## config.mk

```make
export PLATFORM = sky130hd
export DESIGN_NAME = recur_update_engine
export DESIGN_NICKNAME = d
export VERILOG_FILES = /design/src/rtl/recur_update_engine.sv
export SDC_FILE = /design/constraint.sdc
export NUM_CORES = 1
export LEC_CHECK = 0
export ABC_AREA = 1
export BUFFER_PORTS_ARGS = -buffer_cell sky130_fd_sc_hd__buf_2
export CAP_MARGIN = 0
export CELL_PAD_IN_SITES_DETAIL_PLACEMENT = 1
export CELL_PAD_IN_SITES_GLOBAL_PLACEMENT = 2
export CORE_MARGIN = 1.5
export CORE_UTILIZATION = 26
export DETAILED_ROUTE_END_ITERATION = 6
export PLACE_DENSITY_LB_ADDON = 0.1
export SYNTH_ARGS = -nofsm -noshare
export SYNTH_HDL_FRONTEND = slang
export SYNTH_SLANG_ARGS = --single-unit
```

## constraint.sdc

```tcl
create_clock -name clock -period 1.94 [get_ports clock]
set_clock_uncertainty 0.15 [all_clocks]
set_input_delay 0.388 -clock clock [delete_from_list [all_inputs] [get_ports clock]]
set_output_delay 0.388 -clock clock [all_outputs]
set_load 0.05 [all_outputs]
```

## src/rtl/recur_update_engine.sv

```systemverilog
// Handshaked update engine for the a/b/c/d recurrence with selectable
// parallel (all-at-once) or sequential (one assignment per cycle) semantics.
module recur_update_engine #(
   parameter int WIDTH = 32,
   parameter int CNT_W = 8,
   parameter int SUB_K = 3,
   parameter int ADD_K = 10,
   parameter int INC_K = 1
) (
   input  logic             clock,
   input  logic             rst_n,
   input  logic             start,
   input  logic             mode,
   input  logic [CNT_W-1:0] iters,
   input  logic [WIDTH-1:0] init_a,
   input  logic [WIDTH-1:0] init_b,
   input  logic [WIDTH-1:0] init_c,
   input  logic [WIDTH-1:0] init_d,
   output logic [WIDTH-1:0] a,
   output logic [WIDTH-1:0] b,
   output logic [WIDTH-1:0] c,
   output logic [WIDTH-1:0] d,
   output logic             busy,
   output logic             done,
   output logic [CNT_W-1:0] iter_cnt
);

   localparam logic [WIDTH-1:0] SUB_C = WIDTH'(SUB_K);
   localparam logic [WIDTH-1:0] ADD_C = WIDTH'(ADD_K);
   localparam logic [WIDTH-1:0] INC_C = WIDTH'(INC_K);

   typedef enum logic [1:0] {IDLE, RUN, FIN} state_t;

   state_t           state, state_nx;
   logic             mode_r;
   logic [CNT_W-1:0] iters_r;
   logic [1:0]       phase;
   logic             last_step;

   // True on the edge that completes iteration number iters_r.
   always_comb begin
      last_step = 1'b0;
      if ((iter_cnt + CNT_W'(1)) == iters_r)
         last_step = !mode_r || (phase == 2'd3);
   end

   always_ff @(posedge clock or negedge rst_n) begin
      if (!rst_n)
         state <= IDLE;
      else
         state <= state_nx;
   end

   // A zero-iteration run enters FIN with done still low; done rises one
   // edge later so the pulse lands between T1 and T2 like a normal finish.
   always_comb begin
      state_nx = state;
      case (state)
         IDLE: if (start) state_nx = (iters == '0) ? FIN : RUN;
         RUN:  if (last_step) state_nx = FIN;
         FIN:  if (done) state_nx = IDLE;
         default: state_nx = IDLE;
      endcase
   end

   always_ff @(posedge clock or negedge rst_n) begin
      if (!rst_n) begin
         a        <= '0;
         b        <= '0;
         c        <= '0;
         d        <= '0;
         busy     <= 1'b0;
         done     <= 1'b0;
         iter_cnt <= '0;
         phase    <= '0;
         mode_r   <= 1'b0;
         iters_r  <= '0;
      end else begin
         case (state)
            IDLE: begin
               done <= 1'b0;
               if (start) begin
                  a        <= init_a;
                  b        <= init_b;
                  c        <= init_c;
                  d        <= init_d;
                  mode_r   <= mode;
                  iters_r  <= iters;
                  iter_cnt <= '0;
                  phase    <= '0;
                  busy     <= 1'b1;
               end
            end
            RUN: begin
               if (!mode_r) begin
                  a        <= b + c;
                  d        <= a - SUB_C;
                  b        <= d + ADD_C;
                  c        <= c + INC_C;
                  iter_cnt <= iter_cnt + CNT_W'(1);
               end else begin
                  case (phase)
                     2'd0: a <= b + c;
                     2'd1: d <= a - SUB_C;
                     2'd2: b <= d + ADD_C;
                     default: begin
                        c        <= c + INC_C;
                        iter_cnt <= iter_cnt + CNT_W'(1);
                     end
                  endcase
                  phase <= phase + 2'd1;
               end
               if (last_step) begin
                  busy <= 1'b0;
                  done <= 1'b1;
               end
            end
            FIN: begin
               if (!done) begin
                  done <= 1'b1;
                  busy <= 1'b0;
               end else begin
                  done <= 1'b0;
               end
            end
            default: begin
               busy <= 1'b0;
               done <= 1'b0;
            end
         endcase
      end
   end

endmodule

```

# Yosys cells after proc, flatten, opt, wreduce, memory -nomap -nowiden
# Cells that the tools add are included.
# W data, S select, Z words.
[word_totals] wordCells=83 ff_bits=151 in_bits=140
[classes] eq_ne=15 mux=36 add_sub_neg=6 reduce_logical=15
[ops] operator="$mux W32" count=12
[ops] operator="$pmux W32 S2" count=4
[ops] operator="$add A32 B1 Y32 const B" count=1
[ops] operator="$add A32 B32 Y32" count=1
[ops] operator="$add A32 B4 Y32 const B" count=1
[ops] operator="$sub A32 B2 Y32 const B" count=1
[ops] operator="$mux W8" count=3
[ops] operator="$reduce_and A3 Y1" count=7
[ops] operator="$pmux W8 S2" count=1
[ops] operator="$mux W2" count=6
[ops] operator="$ne A2 B2 Y1 const B" count=5
[ops] operator="$ne A3 B2 Y1 const B" count=3
[ops] operator="$add A8 B1 Y8 const B" count=1
[ops] operator="$eq A8 B8 Y1" count=1
[ops] operator="$logic_not A8 Y1" count=1
[ops] operator="$eq A2 B2 Y1 const B" count=3
[ops] operator="$mux W1" count=6
[ops] operator="$pmux W2 S3" count=1
[ops] operator="$eq A2 B1 Y1 const B" count=2
[ops] operator="$logic_not A2 Y1" count=2
[ops] operator="$pmux W2 S2" count=1
[ops] operator="$ne A3 B3 Y1 const B" count=1
[ops] operator="$pmux W1 S3" count=1
[ops] operator="$reduce_or A3 Y1" count=1
[ops] operator="6 further kinds" count=6

# Longest topological paths before layout
# Gate-level depths: netlist (run 1).
[logic_depth] ltp_word=5 depth_mapped=14

# Worst setup path after synthesis (run 1)
# Ideal clock, no wire load.
[synth_path] path_type="flip-flop to flip-flop" start="reg c[0]" end="reg a[18]" setup_slack_ns=-0.426 synth_period_minus_slack_ns=2.366 arrival_time_ns=2.088 path_buffers=0 required_time_ns=1.662 stages_incl_launch_ff=15 cell_sequence="dfrtp_1 > ha_1 > fa_1 > nand3_1 > nand2_1 > nand2_1 > nand2_1 > nand2_1 > nand2_1 > nand2_1 > nand2_1 > nand2_1 > nand3_1 > nand2_1 > o21ai_0"
[synth_between] elab_chain_cells=4
[synth_rtl] item="start: declaration" line="21" text="output logic [WIDTH-1:0] c,"
[synth_rtl] item="start signal: assignment" line="85" text="c <= init_c;"
[synth_rtl] item="start signal: assignment" line="99" text="c <= c + INC_C;"
[synth_rtl] item="start signal: assignment" line="107" text="c <= c + INC_C;"
[synth_rtl] item="$add A32 B32 Y32 (*)" line="96, 103"
[synth_rtl] item="$mux W32" line="102" text="case (phase)"
[synth_rtl] item="$mux W32 (*)" line="95" text="if (!mode_r) begin"
[synth_rtl] item="$pmux W32 S2 (*)" line="79" text="case (state)"
[synth_rtl] item="end signal: assignment" line="83" text="a <= init_a;"
[synth_rtl] item="end signal: assignment" line="96" text="a <= b + c;"
[synth_rtl] item="end signal: assignment" line="103" text="2'd0: a <= b + c;"
[synth_rtl] item="end: declaration" line="19" text="output logic [WIDTH-1:0] a,"
# Mark *: on every way between the ends. The rest lies on a longest branch, timed or not. The select of a mux whose other input is x is not followed.
# A chain may end at the register's enable or synchronous reset.

# Final worst setup path (run 1)
[layout_path] start="reg c[0]" end="reg a[12]"
# The elaborated chain is that of the path after synthesis.

==> flow_metrics.tcl, run 1 <==
set metrics [dict create \
    fp.dieH_microns 215 \
    root_buffer "clkbuf_16" \
    fin_cells 3158 \
    synth-edff-count 0 \
    wl_per_cell_microns 22.3 \
    fmax_mhz 455 \
    grt_use_total 0.285 \
    antenna_found_initial 2 \
    antenna_cells 0 \
    cp.required_ns 2.18 \
    hold_viol 0 \
    grt_max_degree 53 \
    maxCapViolCount 0 \
    path_clk_slew_ns 0.07 \
    critPathArrivalTime_ns 2.43 \
    port_buffers 277 \
    die_x_microns 215 \
    grt_pass1_wl_microns 97900 \
    gp_congestion 0.865 \
    rsz0062_at_grt "yes" \
    synthFlopType "dfrtp_1" \
    avgSynthCellArea_sq_um 6.51 \
    initialDrtViolationCount 847 \
    final_nets 2736 \
    coreArea_sq_um 44200 \
    critical_path_class "reg -> reg" \
    dp_cells 2982 \
    fp-row-count 77 \
    syn_area_sq_um 11600 \
    viasPerCell 4.98 \
    initial_core_util 0.263 \
    ant_nets 0 \
    yosysWarnings 0 \
    io_pins 278 \
    dr.pass1.iters 4 \
    slew_violations 0 \
    routed_wl_microns 70300 \
    min_path_type "in -> reg" \
    max-clock-path-buffers 2 \
    area_growth_pct 95.0 \
    drive_above_1_share 0.577 \
    ys_async_sr_fraction 1.00 \
    vias 15724 \
    finalSetupViolations 118 \
    drcViolationCount 0 \
    status "complete, but fails checks" \
    start_kind "flop" \
    grt_remaining_overflow 0 \
    post-route-period-util 1.13 \
    die-area_sq_um 46000 \
    fillers 5340 \
    crit_fanout 4 \
    hpwl_microns 50700 \
    setup_tns_ns -9.97 \
    grt_pass1_vias 16264 \
    yosysUniqueCellTypes 47 \
    cts_buffers 17 \
    dp_slack_ns -0.379 \
    clkSinkCount 151 \
    worst_slew_pin_slew_ns 0.606 \
    max-slew-margin-rel 0.596 \
    postLayoutSetupSlackWorst_ns -0.257 \
    cts_tree "done" \
    synthCells 1786 \
    h-tree-depth 4 \
    period_needed_ns 2.20 \
    violations "negative setup slack" \
    worstSetupEndpointType "flop" \
    ys_seq_area_frac 0.325 \
    insertion_delay_ns 0.52 \
    ys_ff_latch 151 \
    synth_nets 1969 \
]
==> flip-flops by register name (all words and copies together) (netlist names) <==
name	count
a	32
b	32
busy	1
c	32
d	32
done	1
iter_cnt	8
iters_r	8
mode_r	1
phase	2
state	2
==> path summary, 6_finish.rpt <==
kind / start / slack [ns] / depth (start not counted) / to
max: c[0] / -0.26 / 9 / a[12]
min: init_d[9] / 0.008 / 3 / d[9]
max reg2reg: c[0] / -0.26 / 9 / a[12]
min reg2reg: busy / 0.33 / 2 / busy
max in group asynchronous: rst_n / 0.71 / 3 / b[6]
min in group asynchronous: rst_n / 0.27 / 2 / c[22]
==> cell usage after synthesis, types with 2 or more instances <==
cell / count / area share
or2_2: 11 / 0.0059
nor2_1: 227 / 0.073
o21a_1: 6 / 0.0039
xor2_1: 36 / 0.027
buf_1: 6 / 0.0019
clkbuf_1: 28 / 0.0090
nand2_1: 499 / 0.16
nor2_4: 3 / 0.0029
o221ai_1: 2 / 0.0015
buf_4: 3 / 0.0019
o22ai_1: 22 / 0.012
nor4_1: 3 / 0.0016
o21bai_1: 3 / 0.0019
nand3_1: 122 / 0.052
nand3_2: 5 / 0.0043
nor2_2: 9 / 0.0048
buf_2: 18 / 0.0077
a21oi_1: 76 / 0.033
a31oi_1: 9 / 0.0048
inv_2: 8 / 0.0026
o21ai_1: 39 / 0.017
or2_0: 3 / 0.0016
inv_1: 191 / 0.062
nand4_1: 23 / 0.012
o31ai_1: 2 / 0.0013
nand3b_1: 5 / 0.0032
nor3_1: 33 / 0.014
ha_1: 42 / 0.045
o21ai_0: 133 / 0.057
xnor2_1: 18 / 0.014
dfrtp_1: 151 / 0.32
nor3_2: 2 / 0.0017
o211ai_1: 23 / 0.015
a22oi_1: 4 / 0.0026
nand2_2: 8 / 0.0043
and3_1: 2 / 0.0011
==> area by class of cell <==
class | count | area (sq um) | share of cell area
Inverter | 201 | 838 | 0.0369
Timing Repair Buffer | 802 | 6560 | 0.289
Tap cell | 592 | 741 | 0.0326
Timing Repair inverter | 1 | 8.76 | 0.000386
Clock inverter | 14 | 139 | 0.00612
Clock buffer | 18 | 439 | 0.0194
Multi-Input combinational cell | 1379 | 10100 | 0.444
Sequential cell | 151 | 3880 | 0.171
==> critical path: stages, from the launching register on <==
cell and delay [ns]:
dfrtp_2 0.44, ha_4 0.17, fa_2 0.38, nand3_2 0.12, nand2_4 0.09, nand3_2 0.08, nand3b_1 0.21, xor2_1 0.21
nor2_1 0.14, o22ai_1 0.08
==> stage by stage <==
stage,instance area (sq um),util,hold slack [ns]
floorplan,12000,-,-0.0576
global placement,17000,0.385,0.251
detailed placement,17000,0.385,0.247
CTS,20000,0.451,0.0000166
global route,22700,0.513,0.0151
finish,22700,0.513,0.00802
==> placed cells by master (no fill, tap or decap), types with 17 or more instances in the layout <==
cell type,synthesis,layout
buf_4,3,372
nand2_1,499,336
buf_2,18,259
inv_1,191,161
nor2_1,227,131
nand2_2,8,116
dfrtp_2,0,85
buf_6,0,79
o21ai_1,39,73
nand3_1,122,71
dfrtp_1,151,66
nor2_2,9,57
nor2_4,3,51
nand2_4,1,49
o21ai_0,133,49
o21ai_2,0,49
nand3_2,5,41
dlygate4sd3_1,0,32
a21oi_2,0,31
ha_4,0,31
clkbuf_16,0,29
a21oi_1,76,27
xor2_1,36,26
inv_2,8,25
buf_12,0,25
nand4_1,23,23
o211ai_1,23,23
a21oi_4,0,18
nor3_4,0,17
==> what timing repair did <==
item | CTS | global route
setup buffers | 36 | 76
endpoints found under the hold margin | 64 | 0
cloned | 6 | 14
pin swaps | 126 | 229
hold buffers | 32 | 0
setup endpoints to repair | 139 | 146
gates resized for setup | 441 | 525
==> layer usage <==
layer	GRT usage	vias to the layer above	wire [microns]
li1	-	7381	-
met1	0.370	7902	31900
met2	0.474	346	33900
met3	0.0474	93	2440
met4	0.105	2	2040
met5	0	-	13
==> kinds of logic (layout without fill, tap and decap cells) <==
group           count (synthesis)  after routing  share of synthesized area
simple gates                  959            959                      0.348
flops                         151            151                      0.325
xor+xnor                       54             54                     0.0407
buf+inv                       256           1036                     0.0856
compound gates                322            322                      0.153
mux                             1              1                   0.000968
fa+ha+maj                      43             43                     0.0469
Power of run 1 is not shown: default switching activity piles up to over one toggle a cycle in this logic, so the estimate is an artifact.
==> run 2, diff against run 1 <==
--- a/config.mk
+++ b/config.mk
@@ -10,9 +10,11 @@
 export CAP_MARGIN = 0
 export CELL_PAD_IN_SITES_DETAIL_PLACEMENT = 1
 export CELL_PAD_IN_SITES_GLOBAL_PLACEMENT = 2
+export CORE_ASPECT_RATIO = 0.6
 export CORE_MARGIN = 1.5
 export CORE_UTILIZATION = 26
 export DETAILED_ROUTE_END_ITERATION = 6
+export GPL_TIMING_DRIVEN = 0
 export PLACE_DENSITY_LB_ADDON = 0.1
 export SYNTH_ARGS = -nofsm -noshare
 export SYNTH_HDL_FRONTEND = slang
==> run 2 against run 1 <==
The flow still finishes with violations (negative setup slack). Final area is 11% lower. Count of clock-buffer cells in the layout rose by 2. Die area hardly changed. Via count fell by 3.6%. Critical endpoint is now a[18]. Global-route usage grew 2.9 points. Register-to-register slack lost 0.11 ns. Sequential share of layout area is 2.2 points higher. Utilization fell by 5.1 points. Sequential cell count did not move.
==> flow_metrics.tcl, run 2 (same netlist as run 1, synthesis figures left out) <==
set metrics [dict create \
    path_clk_slew_ns 0.08 \
    critPathArrivalTime_ns 2.51 \
    h-tree-depth 4 \
    coreArea_sq_um 43700 \
    slew_violations 0 \
    drcViolationCount 0 \
    status "complete, but fails checks" \
    fmax_mhz 434 \
    worst_slew_pin_slew_ns 0.873 \
    maxCapViolCount 0 \
    initialDrtViolationCount 1287 \
    placed_area_sq_um 14200 \
    post-route-period-util 1.19 \
    layout_common_cells "nand2_1 (371), buf_2 (272), inv_1 (173), nor2_1 (141), buf_4 (140)" \
    viasPerCell 5.24 \
    start_kind "flop" \
    routed_wl_microns 75100 \
    max-slew-margin-rel 0.418 \
    grt_use_total 0.314 \
    clkSinkCount 151 \
    path_common_cell "nand2_4" \
    min_path_cells 3 \
    slowest_stage "dfrtp_2" \
    final_nets 2482 \
    dp_slack_ns -1.34 \
    period_needed_ns 2.30 \
    reg2reg_depth 14 \
    area_growth_pct 73.6 \
    insertion_delay_ns 0.47 \
    fp.dieH_microns 167 \
    drive_above_1_share 0.513 \
    route.met2.wl_microns 31100 \
    antenna_cells 0 \
    rsz0062_at_grt "yes" \
    postLayoutSetupSlackWorst_ns -0.362 \
    final_common_cell "nand2_1" \
    crit_fanout 4 \
    cp.required_ns 2.15 \
    ant_nets 0 \
    initial_core_util 0.266 \
    cts_buffers 17 \
    gp_congestion 0.921 \
    seq_area_sq_um 3900 \
    cts_tree "done" \
    multi_input_area_sq_um 9580 \
    crit_chain "buf_6 > fa_2 > nand3_2 > nand2_4 > nand2_4 > nand2_8 > nand2_4 > nand2_8 > nand2_4 > nand2_1 > nand2_1 > nand3_2 > nand2_1 > o21ai_1" \
    antenna_found_initial 0 \
    grt_pass1_wl_microns 105000 \
    critical_path_class "reg -> reg" \
    dr.pass1.iters 5 \
    vias 15160 \
    max-clock-path-buffers 2 \
    hold_viol 0 \
    violations "negative setup slack" \
    final_util 0.462 \
    min_path_type "in -> reg" \
    grt_max_degree 104 \
    max_stage_delay_ns 0.46 \
    root_buffer "clkbuf_16" \
    grt_pass1_vias 15106 \
    grt_remaining_overflow 0 \
    worstSetupEndpointType "flop" \
    fp-row-count 59 \
    met1_length_microns 37100 \
    hpwl_microns 53800 \
    fillers 5310 \
    route.met3.wl_microns 5860 \
    die_x_microns 276 \
    top_layer "met4" \
    die-area_sq_um 46100 \
    port_buffers 277 \
    io_pins 278 \
    finalSetupViolations 141 \
    wl_per_cell_microns 26.0 \
    final_area_sq_um 20200 \
]
==> run 2: per-layer routing <==
metal  GRT usage  vias up
met5           0        -
met4      0.0733        0
met3      0.0901       63
met2       0.435      544
met1       0.471     7671
li1            -     6882
==> run 2: final timing paths <==
path	end	from	slack, ns
max	a[18]	c[1]	-0.36
max in group asynchronous	d[18]	rst_n	0.32
min	d[7]	init_d[7]	0.01
min reg2reg	iters_r[4]	iters_r[4]	0.35
max reg2reg	a[18]	c[1]	-0.36
min in group asynchronous	iters_r[6]	rst_n	0.29
==> run 2: per-stage QoR <==
stage / instances / setup TNS (ns) / hold slack (ns)
after floorplan: 1786 / -1.77 / -0.0576
after global placement: 2642 / -488.66 / 0.329
after detailed placement: 2643 / -106.21 / 0.185
after CTS: 2834 / -17.60 / 0.000102
after global routing: 2891 / -25.68 / 0.0117
final: 2891 / -15.83 / 0.0111
==> run 2: area by class of cell <==
| class | count | area share |
|---|---|---|
| Clock buffer | 20 | 0.0216 |
| Inverter | 201 | 0.0408 |
| Multi-Input combinational cell | 1379 | 0.474 |
| Tap cell | 579 | 0.0359 |
| Buffer | 52 | 0.0383 |
| Sequential cell | 151 | 0.193 |
| Timing Repair Buffer | 495 | 0.185 |
| Clock inverter | 12 | 0.00954 |
| Timing Repair inverter | 2 | 0.00112 |
==> run 2: repair_timing <==
item / 4_1_cts / 5_1_grt
pin swaps: 118 / 99
hold buffers: 3 / 0
resized for setup: 670 / 318
endpoints found under the hold margin: 50 / 0
buffers inserted: 138 / 69
setup endpoints to repair: 140 / 156
gates cloned: 19 / 0
==> run 2: critical path, delay by kind of cell (launching register included) <==
family                     cells  cell delay, ns
adders and majority gates      1            0.41
DFF                            1            0.46
buffers and inverters          1            0.14
AOI/OAI and AO/OA              1            0.06
and+or+nand+nor               11            0.97
Power of run 2 is left out for the same reason.
==> run 3, diff against run 2 <==
--- a/config.mk
+++ b/config.mk
@@ -15,7 +15,8 @@
 export CORE_UTILIZATION = 26
 export DETAILED_ROUTE_END_ITERATION = 6
 export GPL_TIMING_DRIVEN = 0
-export PLACE_DENSITY_LB_ADDON = 0.1
+export PLACE_DENSITY = 0.75
+export RECOVER_POWER = 50
 export SYNTH_ARGS = -nofsm -noshare
 export SYNTH_HDL_FRONTEND = slang
 export SYNTH_SLANG_ARGS = --single-unit
==> run 3 against run 2 <==
The flow still finishes with violations (negative setup slack). Worst hold slack improved by 0.017 ns. Sequential share of layout area increased by 0.41 points. Fmax increased by 1.2%. Final cell count decreased by 0.31%. Sequential cell count unchanged. Register-to-register slack improved by 0.03 ns. Critical path depth decreased by 2. Count of clock-buffer cells in the layout decreased by 2. Utilization decreased by 0.95 points. Routed wire length decreased by 1.5%. Via count decreased by 0.49%. First-iteration DRC count increased by 1.0%. Highest routed layer is now met5.
==> flow_metrics.tcl, run 3 (same netlist as run 1, synthesis figures left out) <==
set metrics [dict create \
    critPathArrivalTime_ns 2.48 \
    die-area_sq_um 46100 \
    gp_congestion 0.921 \
    drive_above_1_share 0.503 \
    fillers 5336 \
    fmax_mhz 439 \
    port_buffers 277 \
    initial_core_util 0.266 \
    cp_num_buf_inv 0 \
    max_stage_delay_ns 0.44 \
    crit_chain "ha_4 > fa_2 > nand3_2 > nand2_4 > nand3_2 > nand3b_1 > nand2_1 > nand2_1 > nand2_1 > nand3_1 > nand2_1 > nand2_1" \
    grt_max_degree 80 \
    max-clock-path-buffers 2 \
    insertion_delay_ns 0.47 \
    hold_viol 0 \
    maxCapViolCount 0 \
    die_x_microns 276 \
    grt_pass1_wl_microns 102000 \
    antenna_found_initial 3 \
    grt_remaining_overflow 0 \
    routed_wl_microns 74000 \
    cts_buffers 17 \
    max-slew-margin-rel 0.190 \
    fin_cells 2882 \
    clkSinkCount 151 \
    worst_slew_pin_slew_ns 1.21 \
    grt_pass1_vias 15256 \
    postLayoutSetupSlackWorst_ns -0.336 \
    area_growth_pct 70.0 \
    rsz0062_at_grt "yes" \
    ant_nets 0 \
    start_kind "flop" \
    final_nets 2470 \
    worstSetupEndpointType "flop" \
    layout_common_cells "nand2_1 (385), buf_2 (259), inv_1 (171), nor2_1 (154), buf_4 (151)" \
    vias 15085 \
    coreArea_sq_um 43700 \
    violations "negative setup slack" \
    io_pins 278 \
    viasPerCell 5.23 \
    grt_use_total 0.303 \
    slowest_stage "dfrtp_2" \
    post-route-period-util 1.17 \
    hpwl_microns 53100 \
    path_delay_family "simple AND/OR/NAND/NOR gates" \
    dr.pass1.iters 5 \
    period_needed_ns 2.28 \
    dp_cells 2643 \
    initialDrtViolationCount 1300 \
    critical_path_class "reg -> reg" \
    finalSetupViolations 209 \
    min_path_type "in -> reg" \
    status "complete, but fails checks" \
    path_common_cell "nand2_1" \
    cts_tree "done" \
    final_common_cell "nand2_1" \
    h-tree-depth 4 \
    fp.dieH_microns 167 \
    path_clk_slew_ns 0.08 \
    wl_per_cell_microns 25.7 \
    drcViolationCount 0 \
    root_buffer "clkbuf_16" \
    fp-row-count 59 \
    cp.required_ns 2.15 \
    slew_violations 0 \
    crit_fanout 4 \
]
run 3: metrics by stage:
| stage | hold WS (ns) | util | area (sq um) | setup WS [ns] | setup TNS (ns) |
|---|---|---|---|---|---|
| detailed placement | 0.286 | 0.324 | 14200 | -1.32 | -106.36 |
| global placement | 0.325 | 0.324 | 14100 | -2.75 | -484.43 |
| finish | 0.0286 | 0.453 | 19800 | -0.336 | -24.22 |
| floorplan | -0.0576 | - | 12000 | -0.188 | -1.77 |
| global route | 0.0215 | 0.453 | 19800 | -0.413 | -48.98 |
| CTS | 0.0135 | 0.409 | 17900 | -0.304 | -8.20 |
run 3: timing repair:
item,4_1_cts,5_1_grt
gates cloned,7,10
setup buffers,132,63
endpoints found under the hold margin,72,0
resized for setup,550,360
pin swaps,108,152
setup endpoints to repair,140,153
hold buffers,1,0
run 3: final timing paths:
path                        from  cells after the start  slack, ns      to
max reg2reg                 b[0]                     12      -0.34   a[28]
min reg2reg                 busy                      2       0.35    busy
min in group asynchronous  rst_n                      2       0.59   c[23]
max                         b[0]                     12      -0.34   a[28]
min                         mode                      2       0.03  mode_r
max in group asynchronous  rst_n                      3      -0.05    d[6]
run 3: area by class of cell:
class / instances / area, sq um / share of cell area
multi-input cells: 1379 / 9490 / 0.480
flip-flops and latches: 151 / 3900 / 0.197
repair buffers: 483 / 3490 / 0.177
inverters: 201 / 815 / 0.0412
plain buffers: 52 / 736 / 0.0372
well taps: 579 / 724 / 0.0366
clock buffers: 18 / 439 / 0.0222
clock inverters: 14 / 155 / 0.00784
repair inverters: 2 / 22.5 / 0.00114
diodes: 3 / 7.51 / 0.000380
run 3: routing by layer:
layer,vias to the layer above,track usage,share of wire
li1,6853,-,-
met1,7562,0.420,0.46
met2,567,0.452,0.43
met3,101,0.0922,0.085
met4,2,0.0802,0.026
met5,-,0.0246,0.0022
Power of run 3 is left out for the same reason.
